### config.mk
export PLATFORM = sky130hd
export DESIGN_NAME = ddcb_delay_ctrl
export DESIGN_NICKNAME = d
export VERILOG_FILES = /design/src/rtl/ddcb_pkg.sv /design/src/rtl/ddcb_delay_ctrl_code2sel.sv /design/src/rtl/ddcb_delay_ctrl.sv
export SDC_FILE = /design/constraint.sdc
export NUM_CORES = 1
export LEC_CHECK = 0
export CAP_MARGIN = 10
export CELL_PAD_IN_SITES_DETAIL_PLACEMENT = 1
export CELL_PAD_IN_SITES_GLOBAL_PLACEMENT = 1
export CORE_ASPECT_RATIO = 0.8
export CORE_UTILIZATION = 37
export DETAILED_ROUTE_END_ITERATION = 16
export GPL_ROUTABILITY_DRIVEN = 0
export PLACE_DENSITY = 0.79
export SLEW_MARGIN = 15
export SYNTH_ARGS = -nofsm -noshare
export SYNTH_HDL_FRONTEND = slang
export SYNTH_SLANG_ARGS = --single-unit
### constraint.sdc
create_clock -name clk -period 2.2 [get_ports clk]
set_input_delay 0.33 -clock clk [delete_from_list [all_inputs] [get_ports clk]]
set_output_delay 0.33 -clock clk [all_outputs]
set_load 0.05 [all_outputs]
### src/rtl/ddcb_pkg.sv
// -----------------------------------------------------------------------------
// ddcb_pkg
// Shared definitions for the cascaded delay-line controller:
//   - ddcb_ctrl_state_t : controller FSM states
//   - SEL_* constants   : per-stage 2-bit select encodings (2'b11 is never used)
// -----------------------------------------------------------------------------
package ddcb_pkg;

    typedef enum logic [1:0] {
        IDLE       = 2'd0,
        SLEW       = 2'd1,
        SWEEP_DOWN = 2'd2,
        SWEEP_HOLD = 2'd3
    } ddcb_ctrl_state_t;

    localparam logic [1:0] SEL_DIRECT = 2'b00;  // stage delay 0: direct path
    localparam logic [1:0] SEL_1BUF   = 2'b01;  // stage delay 1: one buffer
    localparam logic [1:0] SEL_2BUF   = 2'b10;  // stage delay 2: two buffers

endpackage

### src/rtl/ddcb_delay_ctrl_code2sel.sv
// -----------------------------------------------------------------------------
// ddcb_code2sel
// Purely combinational linear-code to select-bus mapper. Stages are filled
// from stage 0 upward, so a +/-1 code change alters exactly one stage field.
//   code : linear delay code, 0 .. 2*NMBR_CASCADES
//   sel  : stage selects, stage i on bits [2i+1:2i]
// -----------------------------------------------------------------------------
module ddcb_code2sel
    import ddcb_pkg::*;
#(
    parameter int NMBR_CASCADES = 4,
    parameter int CODE_W        = $clog2(2*NMBR_CASCADES+1)
) (
    input  logic [CODE_W-1:0]          code,
    output logic [2*NMBR_CASCADES-1:0] sel
);

    always_comb begin
        // NOTE: default every combinational output first so no path leaves it
        // unassigned and infers a latch.
        sel = '0;
        for (int i = 0; i < NMBR_CASCADES; i++) begin
            if (int'(code) >= 2*i + 2)
                sel[2*i +: 2] = SEL_2BUF;
            else if (int'(code) == 2*i + 1)
                sel[2*i +: 2] = SEL_1BUF;
            else
                sel[2*i +: 2] = SEL_DIRECT;
        end
    end

endmodule

### src/rtl/ddcb_delay_ctrl.sv
// -----------------------------------------------------------------------------
// ddcb_delay_ctrl
// Sequential controller for the cascaded digitally-controlled delay line.
// Moves the applied code one unit per clock toward a requested target so only
// one stage select changes per edge, and offers a calibration sweep that walks
// the line down to 0 and then up through every code with a programmable dwell.
//
// Ports:
//   clk, rst_n  : clock, asynchronous active-low reset
//   req_valid   : request present
//   req_ready   : request accepted when req_valid && req_ready
//   req_code    : static target code (clipped to CMAX)
//   req_sweep   : 1 = sweep request (req_code ignored)
//   dwell       : cycles-per-code minus 1, sampled on accept
//   abort       : synchronous abort to IDLE, code held
//   select      : registered stage selects, always map(cur_code)
//   cur_code    : code currently applied
//   busy        : state != IDLE
//   code_err    : one-cycle pulse after accepting a clipped code
//   sweep_done  : one-cycle pulse after the final sweep hold expires
// -----------------------------------------------------------------------------
module ddcb_delay_ctrl
    import ddcb_pkg::*;
#(
    parameter int NMBR_CASCADES = 4,
    parameter int CODE_W        = $clog2(2*NMBR_CASCADES+1),
    parameter int DWELL_W       = 8
) (
    input  logic                       clk,
    input  logic                       rst_n,
    input  logic                       req_valid,
    output logic                       req_ready,
    input  logic [CODE_W-1:0]          req_code,
    input  logic                       req_sweep,
    input  logic [DWELL_W-1:0]         dwell,
    input  logic                       abort,
    output logic [2*NMBR_CASCADES-1:0] select,
    output logic [CODE_W-1:0]          cur_code,
    output logic                       busy,
    output logic                       code_err,
    output logic                       sweep_done
);

    localparam int                CMAX   = 2*NMBR_CASCADES;
    localparam logic [CODE_W-1:0] CMAX_C = CODE_W'(CMAX);
    localparam logic [CODE_W-1:0] ONE_C  = CODE_W'(1);

    ddcb_ctrl_state_t state_q, state_d;

    logic [CODE_W-1:0]          code_q,   code_d;
    logic [CODE_W-1:0]          target_q, target_d;
    logic [DWELL_W-1:0]         dwell_q,  dwell_d;
    logic [DWELL_W-1:0]         cnt_q,    cnt_d;
    logic [2*NMBR_CASCADES-1:0] sel_q,    sel_d;
    logic                       code_err_q, code_err_d;
    logic                       sweep_done_q, sweep_done_d;

    // Map the next code so the select register is loaded on the same edge as
    // the code register and the two never disagree.
    ddcb_code2sel #(
        .NMBR_CASCADES (NMBR_CASCADES),
        .CODE_W        (CODE_W)
    ) u_code2sel (
        .code (code_d),
        .sel  (sel_d)
    );

    // State and datapath registers
    always_ff @(posedge clk or negedge rst_n) begin
        // NOTE: sequential state uses non-blocking assignments so every
        // register samples the pre-edge values regardless of statement order.
        if (!rst_n) begin
            state_q      <= IDLE;
            code_q       <= '0;
            target_q     <= '0;
            dwell_q      <= '0;
            cnt_q        <= '0;
            sel_q        <= '0;
            code_err_q   <= 1'b0;
            sweep_done_q <= 1'b0;
        end else begin
            state_q      <= state_d;
            code_q       <= code_d;
            target_q     <= target_d;
            dwell_q      <= dwell_d;
            cnt_q        <= cnt_d;
            sel_q        <= sel_d;
            code_err_q   <= code_err_d;
            sweep_done_q <= sweep_done_d;
        end
    end

    // Next-state and next-datapath logic
    always_comb begin
        state_d      = state_q;
        code_d       = code_q;
        target_d     = target_q;
        dwell_d      = dwell_q;
        cnt_d        = cnt_q;
        code_err_d   = 1'b0;
        sweep_done_d = 1'b0;

        if (abort) begin
            // Freeze the line where it is; no pulses on an aborted operation.
            state_d = IDLE;
        end else begin
            unique case (state_q)
                IDLE: begin
                    if (req_valid) begin
                        if (req_sweep) begin
                            target_d = '0;
                            dwell_d  = dwell;
                            state_d  = SWEEP_DOWN;
                        end else begin
                            if (req_code > CMAX_C) begin
                                target_d   = CMAX_C;
                                code_err_d = 1'b1;
                            end else begin
                                target_d = req_code;
                            end
                            state_d = SLEW;
                        end
                    end
                end

                SLEW: begin
                    if (code_q == target_q) begin
                        state_d = IDLE;
                    end else begin
                        code_d = (code_q < target_q) ? code_q + ONE_C
                                                     : code_q - ONE_C;
                        // Leave on the edge that lands on the target.
                        if (code_d == target_q)
                            state_d = IDLE;
                    end
                end

                SWEEP_DOWN: begin
                    if (code_q != '0)
                        code_d = code_q - ONE_C;
                    // The edge that reaches 0 also starts the first hold.
                    if (code_q <= ONE_C) begin
                        cnt_d   = dwell_q;
                        state_d = SWEEP_HOLD;
                    end
                end

                SWEEP_HOLD: begin
                    if (cnt_q != '0) begin
                        cnt_d = cnt_q - 1'b1;
                    end else if (code_q < CMAX_C) begin
                        code_d = code_q + ONE_C;
                        cnt_d  = dwell_q;
                    end else begin
                        sweep_done_d = 1'b1;
                        state_d      = IDLE;
                    end
                end

                default: state_d = IDLE;
            endcase
        end
    end

    // Output logic
    always_comb begin
        busy      = (state_q != IDLE);
        req_ready = (state_q == IDLE) && !abort;
    end

    assign select     = sel_q;
    assign cur_code   = code_q;
    assign code_err   = code_err_q;
    assign sweep_done = sweep_done_q;

endmodule

==> metrics.yaml <==
dieHeight_um: 69.6
crit_path_end: "state_q[0]"
synth_seq_cells: 35
syn_area_um2: 2110
end_kind: "register"
grt_util_all_layers_pct: 30.2
leakagePower_nw: 1.43
timing.fmax_mhz: 367
r2r-start: "cur_code[1]"
drt_iter0_drc: 243
tightest_slew_ns: 0.852
hpwl_um: 5260
syn_area_per_cell_um2: 9.36
rsz0062_at_grt: "yes"
port_buffers: 32
place_inst: 372
clk_path_buf_depth: 2
clkLatencyLatePin_ns: 0.29
cts_hold_buf: 0
cts_tree: "done"
async_flop_share_pct: 100
path_max_fanout: 6
cts_buffers: 5
r2r_cells: 9
num_vias: 2315
arrival_ns: 2.90
cpMaxStageDelayCell: "dfrtp_4"
synth_area_leaders: "dfrtp_1 (41%), ha_1 (5.9%), o21ai_0 (5.2%)"
area_growth_pct: 54.2
wl_um: 9740
boundaryPins: 33
setup_ws_ns: -0.525
cts.sinks: 35
synth_ff_type: "dfrtp_1"
maxSlewViolCount: 0
drt.antenna.violating_nets: 0
power_density_nw_per_um2: 1820
worstSetupPathType: "reg2reg"
post-route-period-util_pct: 124
insertedDiodeCount: 0
hold_path.class: "in2async"
fin_cells: 391
outcome: "complete, but fails checks"
num-fill-cells: 596
drt-pass1-iter-count: 4
slew_headroom_pct: 43.2
start_util_pct: 38.7
final_nets: 339
finalHoldViolCount: 0
synthCells: 226
synth_edf_count: 0
clkTransAtPathRegs_ns: 0.08
crit_path_max_incr_delay_ns: 0.49
violations: "negative setup slack"
drive_above_1_share_pct: 38.3
yosysTopAreaCell: "dfrtp_1"
grt_overflow: 0
fp.dieW_um: 86.5
grt_pass1_vias: 2358
report.power.total_mw: 5.94
final_cell_area_um2: 3260
peakVddDrop_mv: 1.25
fin_crit_ns: 2.73
crit_chain: "ha_4 -> nor2b_4 -> o211ai_1 -> a31oi_1 -> a211oi_1 -> nand4_1 -> buf_4 -> a221oi_4 -> nor3b_2"
yosys_warnings: 0
crit_start: "cur_code[1]"
required_ns: 2.38
grt_pass1_wl_um: 13400
synth_cell_types: 53
fin_util_pct: 59.7
antenna_found_initial: 0
wl_per_cell_um: 24.9
synth_top_area_share_pct: 41.4
vias_per_cell: 5.92
grt_max_degree: 36
cap_violations: 0
ys_seq_area_share_pct: 41.4
coreArea_um2: 5470
finalSetupViolCount: 18
fin_setup_tns_ns: -3.23
clock_skew_ns: 0.00381
drc_errors: 0
r2r_end: "state_q[0]"
htreeDepth: 2
root_buffer: "clkbuf_8"
cp-start-kind: "register"
dieArea_um2: 6020
setup.reg_to_reg.worst_slack_ns: -0.53
place_area_um2: 2900
row_count: 24
syn_nets: 253
-- synth_stat cells, types with 4 or more instances --
cell	number
nand2_1	20
mux2_2	8
a21oi_1	15
dfrtp_1	35
inv_1	11
nand3_1	7
nand2b_1	4
ha_1	10
o21ai_0	22
nor3_1	14
nor2_1	15
or2_2	4
clkbuf_1	4
-- per-layer routing --
metal / GRT usage (%) / routed length [µm]
met4: 17.4 / 657
met1: 39.0 / 3650
met5: 0 / 0
met3: 6.31 / 822
met2: 46.6 / 4610
-- sequential cells by signal, summed over array words and instances (netlist names) --
signal	flops
cnt_q	8
sweep_done	1
cur_code	4
dwell_q	8
code_err	1
state_q	2
target_q	4
select	7
-- where the power goes --
part	internal (mW)	leakage, nW	switching (mW)
logic	1.80	0.927	2.24
clock network	0.452	0.0644	0.266
registers	0.902	0.442	0.279
-- stage by stage --
step,worst slack [ns],hold WS [ns]
3_3_place_gp,-0.187,0.465
3_5_place_dp,-0.276,0.480
4_1_cts,-0.291,0.157
6_report,-0.525,0.139
2_1_floorplan,-0.151,0.0344
5_1_grt,-0.562,0.208
-- cells in the final DEF (no fill, tap or decap), types with 3 or more instances in the layout --
cell             instances
a21oi_1                 14
nor3_1                   9
nand2b_1                 4
nor3b_2                  3
ha_4                     5
or3_1                    3
buf_4                   51
dfrtp_2                  3
ha_1                     5
xnor2_1                  3
o21ai_1                  7
nand2_1                 19
mux2_2                   8
nand3_1                  6
dfrtp_1                 31
nand4_1                  3
buf_6                    4
or2_2                    3
nor3_2                   3
inv_2                    3
nor2_1                  12
inv_1                    8
clkbuf_8                 5
nor3_4                   3
clkdlybuf4s50_1         29
o21ai_0                 14
-- critical path, delay by kind of cell, from the launching register on --
family          cells  cell delay [ns]
simple gates        3             0.49
fa+ha+maj           1             0.24
compound gates      4             1.12
flops               1             0.49
buf+inv             1             0.25
-- final cells by class --
cell class | count | area [µm²] | share of cell area (%)
inverter | 11 | 41.3 | 1.27
sequential | 35 | 883 | 27.1
multi-input combinational | 171 | 1350 | 41.3
tap | 78 | 97.6 | 2.99
clock inverter | 3 | 67.6 | 2.07
clock buffer | 5 | 68.8 | 2.11
timing repair buffer | 88 | 757 | 23.2
-- cell families (layout without fill, tap and decap cells) --
family / Yosys count / count (layout) / synth area share (%)
simple gates: 85 / 85 / 21.7
compound gates: 62 / 62 / 19.2
flops: 35 / 35 / 41.4
buf+inv: 20 / 107 / 4.67
fa+ha+maj: 10 / 10 / 5.92
mux: 9 / 9 / 4.73
xor+xnor: 5 / 5 / 2.43
-- repair_timing --
item                                   4_1_cts  5_1_grt
setup endpoints to repair                   14       18
endpoints found under the hold margin        0        0
buffers inserted                             5        5
gates cloned                                 0        1
resized for setup                           26       12
pin swaps                                    9        8
-- how the worst min path moves through the flow --
stage,cells after the start,start,end,slack (ns)
after floorplan,0,rst_n,cnt_q[0],0.03
after global placement,1,rst_n,cnt_q[1],0.46
after detailed placement,1,rst_n,cnt_q[1],0.48
after CTS,1,rst_n,cnt_q[6],0.16
after global routing,1,rst_n,state_q[1],0.21
final,1,rst_n,cnt_q[1],0.14
Power figures use the tool's default switching activity.
